[src/rtl/seq_engine.sv]
// seq_engine: programmable-rate sequence generator with three modes
// (Fibonacci, up-count timer, down-count from preset). A prescaler
// paces the steps; value/tick/done/ovf are registered outputs and the
// state register is one-hot so led is driven straight from it.
module seq_engine #(
  parameter int WIDTH    = 16,
  parameter int PROG_W   = 3,
  parameter int DIV_BASE = 1
) (
  input  logic              clk,
  input  logic              rst,
  input  logic              start_f,
  input  logic              start_t,
  input  logic              start_d,
  input  logic              stop_f_t,
  input  logic              update,
  input  logic [PROG_W-1:0] prog,
  input  logic [WIDTH-1:0]  preset,
  output logic [WIDTH-1:0]  value,
  output logic              tick,
  output logic              done,
  output logic              ovf,
  output logic [3:0]        led
);

  typedef enum logic [3:0] {
    S_IDLE = 4'b0001,
    S_FIB  = 4'b0010,
    S_UP   = 4'b0100,
    S_DOWN = 4'b1000
  } state_t;

  localparam logic [WIDTH-1:0] VMAX = '1;
  localparam logic [WIDTH-1:0] VONE = {{(WIDTH-1){1'b0}}, 1'b1};

  state_t             state_reg;
  logic [WIDTH-1:0]   value_reg;
  logic [WIDTH:0]     fib_next_reg;   // one bit wider so a pending overflow is visible
  logic [PROG_W-1:0]  rate_reg;
  logic [31:0]        pre_reg;
  logic               tick_reg;
  logic               done_reg;
  logic               ovf_reg;

  logic [31:0]        period_m1;
  logic               start_acc;
  logic               step_due;

  // Last prescaler count of a step period: P-1 with P = (rate+1)*DIV_BASE.
  assign period_m1 = (32'(rate_reg) + 32'd1) * 32'(DIV_BASE) - 32'd1;

  // Start acceptance (IDLE only, stop wins) and step timing; an update
  // restarts the period, so it also cancels a step due in that cycle.
  always_comb begin
    start_acc = (state_reg == S_IDLE) && !stop_f_t && (start_f || start_t || start_d);
    step_due  = (state_reg != S_IDLE) && !update && (pre_reg == period_m1);
  end

  // Rate register and prescaler: cleared by update and by an accepted start.
  always_ff @(posedge clk or negedge rst) begin
    if (!rst) begin
      rate_reg <= '0;
      pre_reg  <= '0;
    end else begin
      if (update) rate_reg <= prog;
      if (update || start_acc)
        pre_reg <= '0;
      else if (state_reg != S_IDLE)
        pre_reg <= step_due ? 32'd0 : pre_reg + 32'd1;
    end
  end

  // Sequencer FSM with registered value, tick, done and sticky ovf.
  always_ff @(posedge clk or negedge rst) begin
    if (!rst) begin
      state_reg    <= S_IDLE;
      value_reg    <= '0;
      fib_next_reg <= {{WIDTH{1'b0}}, 1'b1};
      tick_reg     <= 1'b0;
      done_reg     <= 1'b0;
      ovf_reg      <= 1'b0;
    end else begin
      tick_reg <= 1'b0;
      done_reg <= 1'b0;
      if (state_reg == S_IDLE) begin
        if (start_acc) begin
          ovf_reg <= 1'b0;
          if (start_f) begin
            state_reg    <= S_FIB;
            value_reg    <= '0;
            fib_next_reg <= {{WIDTH{1'b0}}, 1'b1};
          end else if (start_t) begin
            state_reg <= S_UP;
            value_reg <= '0;
          end else begin
            state_reg <= S_DOWN;
            value_reg <= preset;
          end
        end
      end else if (stop_f_t) begin
        state_reg <= S_IDLE;
      end else if ((state_reg == S_DOWN) && (value_reg == '0)) begin
        // Only reachable from a zero preset: terminate without a step.
        done_reg  <= 1'b1;
        state_reg <= S_IDLE;
      end else if (step_due) begin
        case (state_reg)
          S_FIB: begin
            if (fib_next_reg > {1'b0, VMAX}) begin
              ovf_reg   <= 1'b1;
              done_reg  <= 1'b1;
              state_reg <= S_IDLE;
            end else begin
              value_reg    <= fib_next_reg[WIDTH-1:0];
              fib_next_reg <= {1'b0, value_reg} + fib_next_reg;
              tick_reg     <= 1'b1;
            end
          end
          S_UP: begin
            if (value_reg == VMAX) begin
              ovf_reg   <= 1'b1;
              done_reg  <= 1'b1;
              state_reg <= S_IDLE;
            end else begin
              value_reg <= value_reg + VONE;
              tick_reg  <= 1'b1;
            end
          end
          S_DOWN: begin
            value_reg <= value_reg - VONE;
            tick_reg  <= 1'b1;
            if (value_reg == VONE) begin
              done_reg  <= 1'b1;
              state_reg <= S_IDLE;
            end
          end
          default: state_reg <= S_IDLE;
        endcase
      end
    end
  end

  assign value = value_reg;
  assign tick  = tick_reg;
  assign done  = done_reg;
  assign ovf   = ovf_reg;
  assign led   = state_reg;

endmodule
[config.mk]
export PLATFORM = sky130hd
export DESIGN_NAME = seq_engine
export DESIGN_NICKNAME = d
export VERILOG_FILES = /design/src/rtl/seq_engine.sv
export SDC_FILE = /design/constraint.sdc
export NUM_CORES = 1
export LEC_CHECK = 0
export ABC_CLOCK_PERIOD_IN_PS = 6100
export CORE_MARGIN = 3
export CORE_UTILIZATION = 35
export DETAILED_ROUTE_END_ITERATION = 8
export SLEW_MARGIN = 20
export SYNTH_ARGS = -nofsm -noshare
export SYNTH_HDL_FRONTEND = slang
export SYNTH_SLANG_ARGS = --single-unit
[constraint.sdc]
create_clock -name clk -period 6.1 [get_ports clk]
set_input_delay 1.525 -clock clk [delete_from_list [all_inputs] [get_ports clk]]
set_output_delay 1.525 -clock clk [all_outputs]
set_load 0.02 [all_outputs]
# Word level (Yosys, flattened, before mapping)
# Cells that the tools add are included.
# Widths: inputs -> output; s select.
# classes
add_sub_neg	6
magnitude_cmp	1
n_eq_ne	20
muxes	55
reduce_logical	21
# ops
cell	count
$mux 16	9
$mux 17	8
$mux 32	3
$pmux 16 s3	1
$mux 4	10
$add 32x1->32 const B	1
$eq 32x32->1	1
$reduce_and 7->1	3
$mux 1	20
$add 16x17->17	1
$gt 17x16->1 const B	1
$add 16x1->16 const B	1
$eq 16x1->1 const B	1
$eq 16x16->1 const B	1
$logic_not 16->1	1
$sub 16x1->16 const B	1
$ne 3x3->1 const B	4
$pmux 4 s3	1
$ne 5x5->1 const B	2
$ne 2x2->1 const B	4
$reduce_bool 4->1	2
$pmux 1 s3	2
$reduce_bool 2->1	3
$logic_and 1x1->1	5
other kinds (14)	17
# totals
ff_bits	75
in_bits	26

# Logic depth before layout (Yosys ltp)
# Gate-level depths: netlist of run 1.
# logic_depth
ltp_word	8
ltp_mapped	9

# Worst setup path before layout of run 1
# OpenSTA, ideal clock, no wires.
# synth_timing
kind	input to register
from	in update
to	reg value_reg[3], in the netlist value[3]
setup_ns	0.125
arrival_ns	2.859
setup_slack_ns	3.116
stages	7
n_path_buf	1
path_cell_list	nor4_1 -> nand4_1 -> nor2_1 -> a21oi_1 -> nor2_4 -> buf_6 -> mux2_2
# synth_between
elab_chain_len	5
# synth_lines
item	line_no	rtl
from (decl)	16	input logic update,
$logic_not 1->1	56	step_due = (state_reg != S_IDLE) && !update && (pre_reg == period_m1);
$logic_and 1x1->1 (2 in series)	56	
$reduce_bool 2->1 (no line)	-	
$reduce_and 7->1 (no line)	-	
to (signal assigned)	97	value_reg <= preset;
to (signal assigned)	114	value_reg <= fib_next_reg[WIDTH-1:0];
to (signal assigned)	125	value_reg <= value_reg + VONE;
to (decl)	37	logic [WIDTH-1:0] value_reg;
# Every way passes these cells.
# A chain may end at the register's enable or synchronous reset.

# Worst setup path in the final report of run 1
# layout_timing
from	in update
to	reg value_reg[8], in the netlist value[8]
# The elaborated chain is that of the path after synthesis.

==> impl_results.rst, run 1 <==
.. list-table::
   :header-rows: 1

   * - Metric
     - Value
   * - Count of yosys warnings during synthesis
     - 0
   * - Number of core rows
     - 45
   * - Setup_tns
     - 0 ns
   * - Vias post-DR
     - 5114
   * - Number of global-route vias before repair
     - a little over 5000
   * - Run status
     - finished clean
   * - Area growth from synthesis to layout
     - 15.5%
   * - Number of maximum-capacitance constraint violations
     - 0
   * - Largest register FFs
     - 32
   * - Worst setup slack before clock tree synthesis
     - roughly 2.1 ns
   * - Global-route met2 utilization
     - 30.5%
   * - Count of pins on the block boundary
     - 49
   * - Netlist Area Pre-Place
     - 5510 um2
   * - Clock share of power
     - about a quarter
   * - Predominant post-synthesis flop cell
     - sky130_fd_sc_hd__dfrtp_1
   * - Core ar.
     - 15300 um2
   * - Required time worst endpoint
     - roughly 6.3 ns
   * - Post-synthesis async set-or-reset flop share
     - between 90% and 100%
   * - DRC violation count after routing
     - 0
   * - Number of antenna repair diodes
     - 0
   * - Pin count of the biggest net entering global routing
     - 76
   * - P per Cell Area
     - 355 nW/um2
   * - Leakage power figure
     - 0.00247 uW
   * - Layer with the highest usage after global routing
     - met2
   * - Nature of the critical path startpoint
     - input pin
   * - Net Count, Synth
     - around 700
   * - Switching fraction of total power
     - 43.5%
   * - Count of buffer and inverter cells on the critical path
     - 1
   * - Gr ovfl total
     - 0
   * - Part of the power in combinational logic
     - 43.2%
   * - Proportion of layout cells with a drive suffix above 1
     - 8.64%
   * - Post-route setup slack
     - 2.39 ns
   * - Most common cell after layout, fill and taps aside
     - sky130_fd_sc_hd__dfrtp_1
   * - Wire length of the first global-routing pass
     - 26400 um
   * - Total iterations of the first detailed-routing run
     - 7
   * - Worst skew pair latency
     - 0.35 ns
   * - CP Depth
     - 7
   * - Register area share after synthesis
     - 34.1%
   * - Kind of end point of the critical path
     - flip-flop
   * - Peak per-stage delay on the critical path
     - 0.64 ns
   * - Most frequent cells in the layout
     - sky130_fd_sc_hd__dfrtp_1, sky130_fd_sc_hd__nor2_1, sky130_fd_sc_hd__clkdlybuf4s50_1, sky130_fd_sc_hd__nand2_1, sky130_fd_sc_hd__o21ai_0
   * - Depth of the most critical reg-to-reg path
     - 6
   * - Upper clock frequency limit
     - 0.270 GHz
   * - Highest net fanout along the worst path
     - 15
   * - Max rail drop VDD
     - between 100 and 150 uV
   * - Kind of cell adding the most delay to the critical path
     - simple AND/OR/NAND/NOR gates
   * - H-tree level count
     - 3
   * - Via-to-Cell Ratio
     - 5.87
   * - Starting Density
     - 36.0%
   * - Gates resized, CTS repair
     - 0
   * - Number of pins exceeding their max-slew limit in the final report
     - 0
   * - Setup repair after global routing missed its margin
     - false
   * - Post-detailed-route count of antenna-violating nets
     - 0
   * - Cell depth of the worst min-delay path
     - 1
   * - Cell internal power dissipation
     - 1280 uW
   * - Number of flip-flops and latches in the synthesized netlist
     - 75
   * - Initial antenna violation count
     - 0
   * - Net switching power of the design
     - 982 uW
   * - Post-CTS Setup Bufs
     - 0
   * - Post-synthesis cell count
     - approximately 630
   * - Worst slew slack as a fraction of its limit
     - about 33%
   * - Critical setup path kind
     - input pin to flip-flop
   * - Hold violation total from the final report
     - 0
   * - Cts bufs inserted
     - 9
   * - Area of the die
     - 17300 um2
   * - GRT Resource Usage Total
     - 18.5%
   * - TritonCTS clock tree
     - done
   * - Horizontal die dimension
     - 131 um
   * - Sequential cell fraction of total power
     - 32.9%
   * - Cell-by-cell listing of the critical path
     - clkdlybuf4s50_1, nor4_1, nand4_1, nor2_1, a21oi_1, nor2_4, mux2_2
   * - Fin Clk Skew
     - 0.00791 ns
   * - Clock sink count
     - 75
   * - Crit-path slowest cell
     - sky130_fd_sc_hd__clkdlybuf4s50_1
   * - Average wire per standard cell
     - 18.3 um
   * - Final nets
     - around 700
   * - Met3 layer usage reported by global route
     - 3.52%
   * - DPL Wire Length
     - 11200 um
   * - Tcrit/Tclk final
     - 60.8%
   * - Clk root buf
     - sky130_fd_sc_hd__clkbuf_16
   * - Vertical die dimension
     - 131 um
   * - Clock tree buffer depth
     - 2
   * - Crit path arrival time
     - slightly below 4 ns
   * - Final Critical Period
     - 3.71 ns
   * - Routed Wire Length
     - about 16000 um
   * - Placer's final routability congestion estimate
     - 0.861
   * - Clock-pin slew of the registers on the worst-case setup and hold paths
     - 0.06 ns
   * - Post-synthesis cell type count
     - 78
   * - Hold buffer count at cts
     - 0
   * - Initial DRC count
     - 493
   * - Type of the most critical hold path
     - flip-flop to flip-flop
   * - Port bufs
     - 48
   * - Met1 Usage GRT
     - about 24%
   * - Final Setup Violations
     - 0
   * - Slew at the pin with the worst max-slew slack
     - 1.00 ns
   * - Mean Syn Cell Area
     - 8.72 um2
   * - EDFF count, synth
     - 0
-- metal layers --
metal	wire length [um]	part of all wire (%)
met2	7580	48
met1	7180	45
met3	831	5.2
met5	0	0
met4	323	2.0
-- cells by family after synthesis --
kind of cell / Yosys count / share of synthesized area, %
buffers and inverters: 53 / 5.09
AO/OA/AOI/OAI: 155 / 19.8
multiplexers: 18 / 3.68
adder cells (fa/ha/maj): 22 / 5.13
flip-flops: 75 / 34.1
XOR/XNOR: 52 / 8.26
AND/OR/NAND/NOR: 257 / 24.0
-- through the flow --
step	hold WS, ns	area, um2	power, uW	util (%)	instances
floorplan	0.491	5510	1410	-	632
global placement	0.489	6070	1700	39.6	856
CTS	0.504	6360	2260	41.6	871
global route	0.523	6360	2400	41.6	871
finish	0.501	6360	2260	41.6	871
detailed placement	0.487	6070	1720	39.6	856
-- power by group through the flow --
stage               clock, uW  combinational (uW)  sequential [uW]
floorplan                   0                 715              692
CTS                       552                 973              739
finish                    540                 976              742
detailed placement          0                 968              749
global route              571                1070              763
global placement            0                 955              746
-- cells in the mapped netlist, types with 5 or more instances --
| library cell | number | share of area, % |
|---|---|---|
| sky130_fd_sc_hd__dfrtp_1 | 73 | 33 |
| sky130_fd_sc_hd__nor2_1 | 70 | 4.8 |
| sky130_fd_sc_hd__nand2_1 | 45 | 3.1 |
| sky130_fd_sc_hd__o21ai_0 | 37 | 3.4 |
| sky130_fd_sc_hd__nand3_1 | 33 | 3.0 |
| sky130_fd_sc_hd__xnor2_1 | 33 | 5.2 |
| sky130_fd_sc_hd__clkbuf_1 | 25 | 1.7 |
| sky130_fd_sc_hd__nor3_1 | 25 | 2.3 |
| sky130_fd_sc_hd__a21oi_1 | 21 | 1.9 |
| sky130_fd_sc_hd__ha_1 | 21 | 4.8 |
| sky130_fd_sc_hd__nand4_1 | 21 | 2.4 |
| sky130_fd_sc_hd__xor2_1 | 19 | 3.0 |
| sky130_fd_sc_hd__nor4_1 | 16 | 1.8 |
| sky130_fd_sc_hd__mux2_2 | 14 | 2.9 |
| sky130_fd_sc_hd__inv_1 | 13 | 0.89 |
| sky130_fd_sc_hd__a211oi_1 | 9 | 1.2 |
| sky130_fd_sc_hd__a31oi_1 | 8 | 0.91 |
| sky130_fd_sc_hd__a21o_1 | 7 | 0.95 |
| sky130_fd_sc_hd__and4_1 | 6 | 0.95 |
| sky130_fd_sc_hd__o221ai_1 | 6 | 0.95 |
| sky130_fd_sc_hd__a2111oi_0 | 5 | 0.79 |
| sky130_fd_sc_hd__a221oi_1 | 5 | 0.79 |
| sky130_fd_sc_hd__a22oi_1 | 5 | 0.68 |
| sky130_fd_sc_hd__a32oi_1 | 5 | 0.79 |
| sky130_fd_sc_hd__and3_1 | 5 | 0.57 |
| sky130_fd_sc_hd__o211ai_1 | 5 | 0.68 |
-- final timing paths --
path	startpoint	slack (ns)	end
min	ovf$_DFFE_PN0P_	0.50	ovf$_DFFE_PN0P_
max	update	2.39	value[8]$_DFFE_PN0P_
max in group asynchronous	rst	4.11	value[8]$_DFFE_PN0P_
min in group asynchronous	rst	1.32	value[1]$_DFFE_PN0P_
max reg2reg	led[2]$_DFFE_PN0P_	2.63	value[8]$_DFFE_PN0P_
min reg2reg	ovf$_DFFE_PN0P_	0.50	ovf$_DFFE_PN0P_
-- area by class of cell --
| type | instances | area, um2 |
|---|---|---|
| Clock buffer | 9 | 225 |
| Inverter | 13 | 48.8 |
| Clock inverter | 6 | 66.3 |
| Fill cell | 1525 | 8950 |
| Timing Repair Buffer | 53 | 515 |
| Sequential cell | 75 | 1880 |
| Tap cell | 211 | 264 |
| Multi-Input combinational cell | 504 | 3370 |
No activity file was read; power rests on OpenSTA's default activity.
==> inputs of run 2 (changes only) <==
ABC_CLOCK_PERIOD_IN_PS = 3200   (was 6100)
clock period = 3.2 ns   (was 6.1 ns; I/O delays follow)
==> run 2 against run 1 <==
Via count up 1.9%. Combinational power increased by 110%. Clock power is 82% higher. Wire length up 2.0%. Non-clock buffer count up 20. Register-to-register slack lost 2.3 ns. Critical path depth rose by 1. Critical path type is now flip-flop to flip-flop. Critical endpoint is now fib_next_reg[16]$_DFFE_PN0P_.
==> impl_results.rst, run 2 (same netlist as run 1, synthesis figures left out) <==
.. list-table::
   :header-rows: 1

   * - Metric
     - Value
   * - Post-Route Hold Slack
     - around 0.48 ns
   * - Hold violation total from the final report
     - 0
   * - Worst skew pair latency
     - 0.35 ns
   * - DPL Wire Length
     - 11400 um
   * - Core ar.
     - ~15000 um2
   * - Clock-pin slew of the registers on the worst-case setup and hold paths
     - 0.07 ns
   * - Pin count of the biggest net entering global routing
     - between 70 and 80
   * - Number of pins exceeding their max-slew limit in the final report
     - 0
   * - Post-CTS Setup Bufs
     - 0
   * - Hold buffer count at cts
     - 0
   * - Run status
     - finished clean
   * - Routed Wire Length
     - 16200 um
   * - GRT Resource Usage Total
     - 18.5%
   * - Tcrit/Tclk final
     - 88.2%
   * - Area growth from synthesis to layout
     - 18.0%
   * - Type of the most critical hold path
     - input pin to async pin
   * - Average wire per standard cell
     - 18.2 um
   * - Setup_tns
     - 0 ns
   * - Clock tree buffer depth
     - 2
   * - Port bufs
     - 48
   * - Starting Density
     - between 30% and 40%
   * - P per Cell Area
     - ~680 nW/um2
   * - Cts bufs inserted
     - 9
   * - Setup repair after global routing missed its margin
     - false
   * - Proportion of layout cells with a drive suffix above 1
     - 11.2%
   * - Total iterations of the first detailed-routing run
     - 5
   * - DRC violation count after routing
     - 0
   * - Largest register FFs
     - 32
   * - Number of global-route vias before repair
     - 4943
   * - Initial DRC count
     - around 530
   * - Final Setup Violations
     - 0
   * - Number of core rows
     - 45
   * - Cell area reported after detailed placement
     - 6220 um2
   * - Count of pins on the block boundary
     - 49
   * - Max rail drop VDD
     - 296 uV
   * - Worst slew slack as a fraction of its limit
     - 49.3%
   * - Vias post-DR
     - 5211
   * - Number of maximum-capacitance constraint violations
     - 0
   * - Highest net fanout along the worst path
     - 3
   * - H-tree level count
     - 3
   * - Post-detailed-route count of antenna-violating nets
     - 0
   * - Slew at the pin with the worst max-slew slack
     - 0.760 ns
   * - Crit path arrival time
     - 3.04 ns
   * - Initial antenna violation count
     - 0
   * - Fin Clk Skew
     - 0.0112 ns
   * - Area of the die
     - 17300 um2
   * - Critical setup path kind
     - flip-flop to flip-flop
   * - Most frequent cells in the layout
     - sky130_fd_sc_hd__dfrtp_1, sky130_fd_sc_hd__nor2_1, sky130_fd_sc_hd__clkdlybuf4s50_1, sky130_fd_sc_hd__nand2_1, sky130_fd_sc_hd__o21ai_0
   * - Final nets
     - 724
   * - Nature of the critical path startpoint
     - flip-flop
   * - Number of antenna repair diodes
     - 0
   * - Clock sink count
     - 75
   * - Vertical die dimension
     - 131 um
   * - Upper clock frequency limit
     - 0.354 GHz
   * - Clk root buf
     - sky130_fd_sc_hd__clkbuf_16
   * - Wire length of the first global-routing pass
     - between 20000 and 30000 um
   * - Kind of end point of the critical path
     - flip-flop
   * - Gr ovfl total
     - 0
   * - Leakage power figure
     - about 0.0026 uW
   * - TritonCTS clock tree
     - done
   * - Horizontal die dimension
     - around 130 um
   * - Final Critical Period
     - 2.82 ns
   * - Required time worst endpoint
     - 3.41 ns
   * - Placer's final routability congestion estimate
     - 0.910
   * - Most common cell after layout, fill and taps aside
     - sky130_fd_sc_hd__dfrtp_1
   * - Post-route cell area
     - 6500 um2
   * - Gates resized, CTS repair
     - 0
   * - Via-to-Cell Ratio
     - 5.84
[run 2: changes by cell type in the layout (fill, tap and decap cells not counted), sizes merged]
| cell | change |
|---|---|
| bufinv | -1 |
| buf | +20 |
| clkinvlp | -3 |
| clkinv | +3 |
| clkbuf | +1 |
| inv | +1 |
[run 2: report_power, final]
group          switching [uW]  internal, uW
registers                 285          1060
logic                    1220           866
clock network             448           534
total                    1950          2460
[run 2: path summary, 6_finish.rpt]
kind                                      start                           end  slack, ns  depth (start not counted)
min in group clk                ovf$_DFFE_PN0P_               ovf$_DFFE_PN0P_       0.51                          1
hold / removal                              rst   fib_next_reg[1]$_DFFE_PN0P_       0.48                          1
setup reg to reg           value[0]$_DFFE_PN0P_  fib_next_reg[16]$_DFFE_PN0P_       0.38                          8
setup / recovery           value[0]$_DFFE_PN0P_  fib_next_reg[16]$_DFFE_PN0P_       0.38                          8
hold reg to reg                 ovf$_DFFE_PN0P_               ovf$_DFFE_PN0P_       0.51                          1
max in group asynchronous                   rst          value[7]$_DFFE_PN0P_       2.21                          1
[run 2: cell type report]
type | instances | area, um2
fillers | 1513 | 8810
multi-input cells | 504 | 3360
flip-flops and latches | 75 | 1880
repair buffers | 73 | 669
well taps | 211 | 264
clock buffers | 10 | 229
clock inverters | 6 | 48.8
inverters | 13 | 48.8
[run 2: critical path: stages (launching register included)]
cell,delay [ns]
sky130_fd_sc_hd__dfrtp_1,0.38
sky130_fd_sc_hd__ha_1,0.24
sky130_fd_sc_hd__fa_1,0.45
sky130_fd_sc_hd__a211oi_1,0.41
sky130_fd_sc_hd__o211ai_1,0.21
sky130_fd_sc_hd__a31oi_1,0.30
sky130_fd_sc_hd__a21oi_1,0.17
sky130_fd_sc_hd__a2111oi_0,0.44
sky130_fd_sc_hd__nor3_1,0.08
[run 2: routing by layer]
| layer | GRT usage (%) | wire, um | vias to the layer above |
|---|---|---|---|
| met3 | 3.52 | 925 | 29 |
| met5 | 0 | 0 | - |
| met2 | 30.2 | 7670 | 171 |
| li1 | - | - | 2455 |
| met4 | 6.24 | 291 | 0 |
| met1 | 24.7 | 7350 | 2556 |
[run 2: metrics by stage]
step | power (uW) | setup slack [ns] | cells | util (%)
after floorplan | 2680 | 0.670 | 632 | -
after global placement | 3370 | 0.278 | 876 | 40.6
after detailed placement | 3400 | 0.273 | 876 | 40.6
after CTS | 4400 | 0.419 | 892 | 42.4
after global routing | 4670 | 0.169 | 892 | 42.5
final | 4410 | 0.377 | 892 | 42.5
==> inputs of run 3 (changes only) <==
GPL_TIMING_DRIVEN = 0   (was not set)
==> run 3 against run 2 <==
Clock-buffer cell count unchanged. Cell count up 1.7%. Largest power group unchanged. Final area rose by 1.7%. Register-to-register slack worse by 0.20 ns. Critical path type unchanged. Sequential power down 7%.
==> impl_results.rst, run 3 (same netlist as run 1, synthesis figures left out) <==
.. list-table::
   :header-rows: 1

   * - Metric
     - Value
   * - Run status
     - finished clean
   * - Setup repair after global routing missed its margin
     - false
   * - Worst slew slack as a fraction of its limit
     - 29.3%
   * - Vertical die dimension
     - 131 um
   * - Total iterations of the first detailed-routing run
     - 5
   * - DPL Wire Length
     - 12800 um
   * - Routed Wire Length
     - 17400 um
   * - Placer's final routability congestion estimate
     - 0.951
   * - Final Setup Violations
     - 0
   * - Number of pins exceeding their max-slew limit in the final report
     - 0
   * - Core ar.
     - 15300 um2
   * - Final Critical Period
     - 3.02 ns
   * - Critical setup path kind
     - flip-flop to flip-flop
   * - Crit path arrival time
     - roughly 3.2 ns
   * - Average wire per standard cell
     - 19.2 um
   * - Horizontal die dimension
     - 131 um
   * - Initial antenna violation count
     - 0
   * - Pin count of the biggest net entering global routing
     - 41
   * - Hold buffer count at cts
     - 0
   * - Slew at the pin with the worst max-slew slack
     - 1.05 ns
   * - Most common cell after layout, fill and taps aside
     - sky130_fd_sc_hd__dfrtp_1
   * - TritonCTS clock tree
     - done
   * - Vias post-DR
     - 5358
   * - Largest register FFs
     - 32
   * - Clk root buf
     - sky130_fd_sc_hd__clkbuf_16
   * - Worst reg2reg startpoint
     - led[2]$_DFFE_PN0P_
   * - DRC violation count after routing
     - 0
   * - Via-to-Cell Ratio
     - 5.91
   * - P per Cell Area
     - 696 nW/um2
   * - Clock tree buffer depth
     - 2
   * - Number of maximum-capacitance constraint violations
     - 0
   * - Most frequent cells in the layout
     - sky130_fd_sc_hd__dfrtp_1, sky130_fd_sc_hd__nor2_1, sky130_fd_sc_hd__clkdlybuf4s50_1, sky130_fd_sc_hd__nand2_1, sky130_fd_sc_hd__o21ai_0
   * - H-tree level count
     - 3
   * - Upper clock frequency limit
     - 0.331 GHz
   * - Starting Density
     - a little over a third
   * - Tcrit/Tclk final
     - between 90 and 100%
   * - Hold violation total from the final report
     - 0
   * - Proportion of layout cells with a drive suffix above 1
     - 9.77%
   * - Kind of end point of the critical path
     - flip-flop
   * - GRT Resource Usage Total
     - 20.1%
   * - Non-filler cells, final
     - ~910
   * - Post-detailed-route count of antenna-violating nets
     - 0
   * - Fin Clk Skew
     - 0.00803 ns
   * - Wire length of the first global-routing pass
     - 28500 um
   * - Count of pins on the block boundary
     - 49
   * - Area of the die
     - 17300 um2
   * - Worst skew pair latency
     - about 0.35 ns
   * - Initial DRC count
     - 524
   * - Gates resized, CTS repair
     - 1
   * - Gr ovfl total
     - 0
   * - Placed instance count
     - roughly 890
   * - Area growth from synthesis to layout
     - 20.0%
   * - Port bufs
     - 47
   * - Highest net fanout along the worst path
     - 10
   * - Max rail drop VDD
     - 302 uV
   * - Clock-pin slew of the registers on the worst-case setup and hold paths
     - 0.06 ns
   * - Clock sink count
     - between 70 and 80
   * - Number of antenna repair diodes
     - 0
   * - Nature of the critical path startpoint
     - flip-flop
   * - Type of the most critical hold path
     - input pin to async pin
   * - Final nets
     - about 740
   * - Post-Route Hold Slack
     - roughly 0.42 ns
   * - Cts bufs inserted
     - 9
   * - Number of core rows
     - between 40 and 50
   * - Number of global-route vias before repair
     - ~5400
   * - Required time worst endpoint
     - 3.42 ns
   * - Leakage power figure
     - ~0.0026 uW
   * - Worst Setup SP
     - led[2]$_DFFE_PN0P_
   * - Post-CTS Setup Bufs
     - 0
==> run 3: power breakdown <==
group          total (uW)  internal [uW]  switching (uW)
clock network        1150            713             434
registers            1250           1060             188
logic                2210            865            1340
==> run 3: layer usage <==
layer  vias up  part of all wire (%)  GRT usage, %
li1       2491                     -             -
met1      2611                    42          25.6
met2       217                    48          33.5
met3        39                   6.8          3.91
met4         0                   3.0          8.40
met5         -                     0             0
==> run 3: cell type report <==
class,instances,area [um2]
Clock inverter,6,93.8
Timing Repair Buffer,48,488
Buffer,40,233
Fill cell,1506,8700
Multi-Input combinational cell,504,3370
Sequential cell,75,1880
Tap cell,211,264
Inverter,13,48.8
Clock buffer,10,239
==> run 3: per-stage QoR <==
step	instance area [um2]	TNS [ns]	power, uW	utilization (%)	setup slack (ns)
2_1_floorplan	5510	0	2680	-	0.670
3_3_place_gp	6250	-109.86	3390	40.8	-1.47
3_5_place_dp	6260	-1.73	3410	40.9	-0.142
4_1_cts	6600	0	4580	43.1	0.0208
5_1_grt	6620	0	4850	43.2	0.00535
6_report	6620	0	4600	43.2	0.181
==> run 3: path summary, 6_finish.rpt <==
kind	endpoint	slack, ns	cells past startpoint
worst max-delay path	pre_reg[30]$_DFFE_PN0P_	0.18	7
worst min-delay path	tick$_DFF_PN0_	0.42	1
worst max register to register	pre_reg[30]$_DFFE_PN0P_	0.18	7
worst min register to register	ovf$_DFFE_PN0P_	0.51	1
max in group asynchronous	fib_next_reg[0]$_DFFE_PN1P_	2.14	2
min in group clk	ovf$_DFFE_PN0P_	0.51	1
==> run 3: worst max-delay path, cell delays in order, from the launching register on <==
cell	delay (ns)
sky130_fd_sc_hd__dfrtp_1	0.44
sky130_fd_sc_hd__clkbuf_1	0.27
sky130_fd_sc_hd__nor4b_2	0.71
sky130_fd_sc_hd__o21ai_1	0.39
sky130_fd_sc_hd__o211ai_1	0.68
sky130_fd_sc_hd__nor4_1	0.17
sky130_fd_sc_hd__xnor2_1	0.18
sky130_fd_sc_hd__nor2_1	0.05
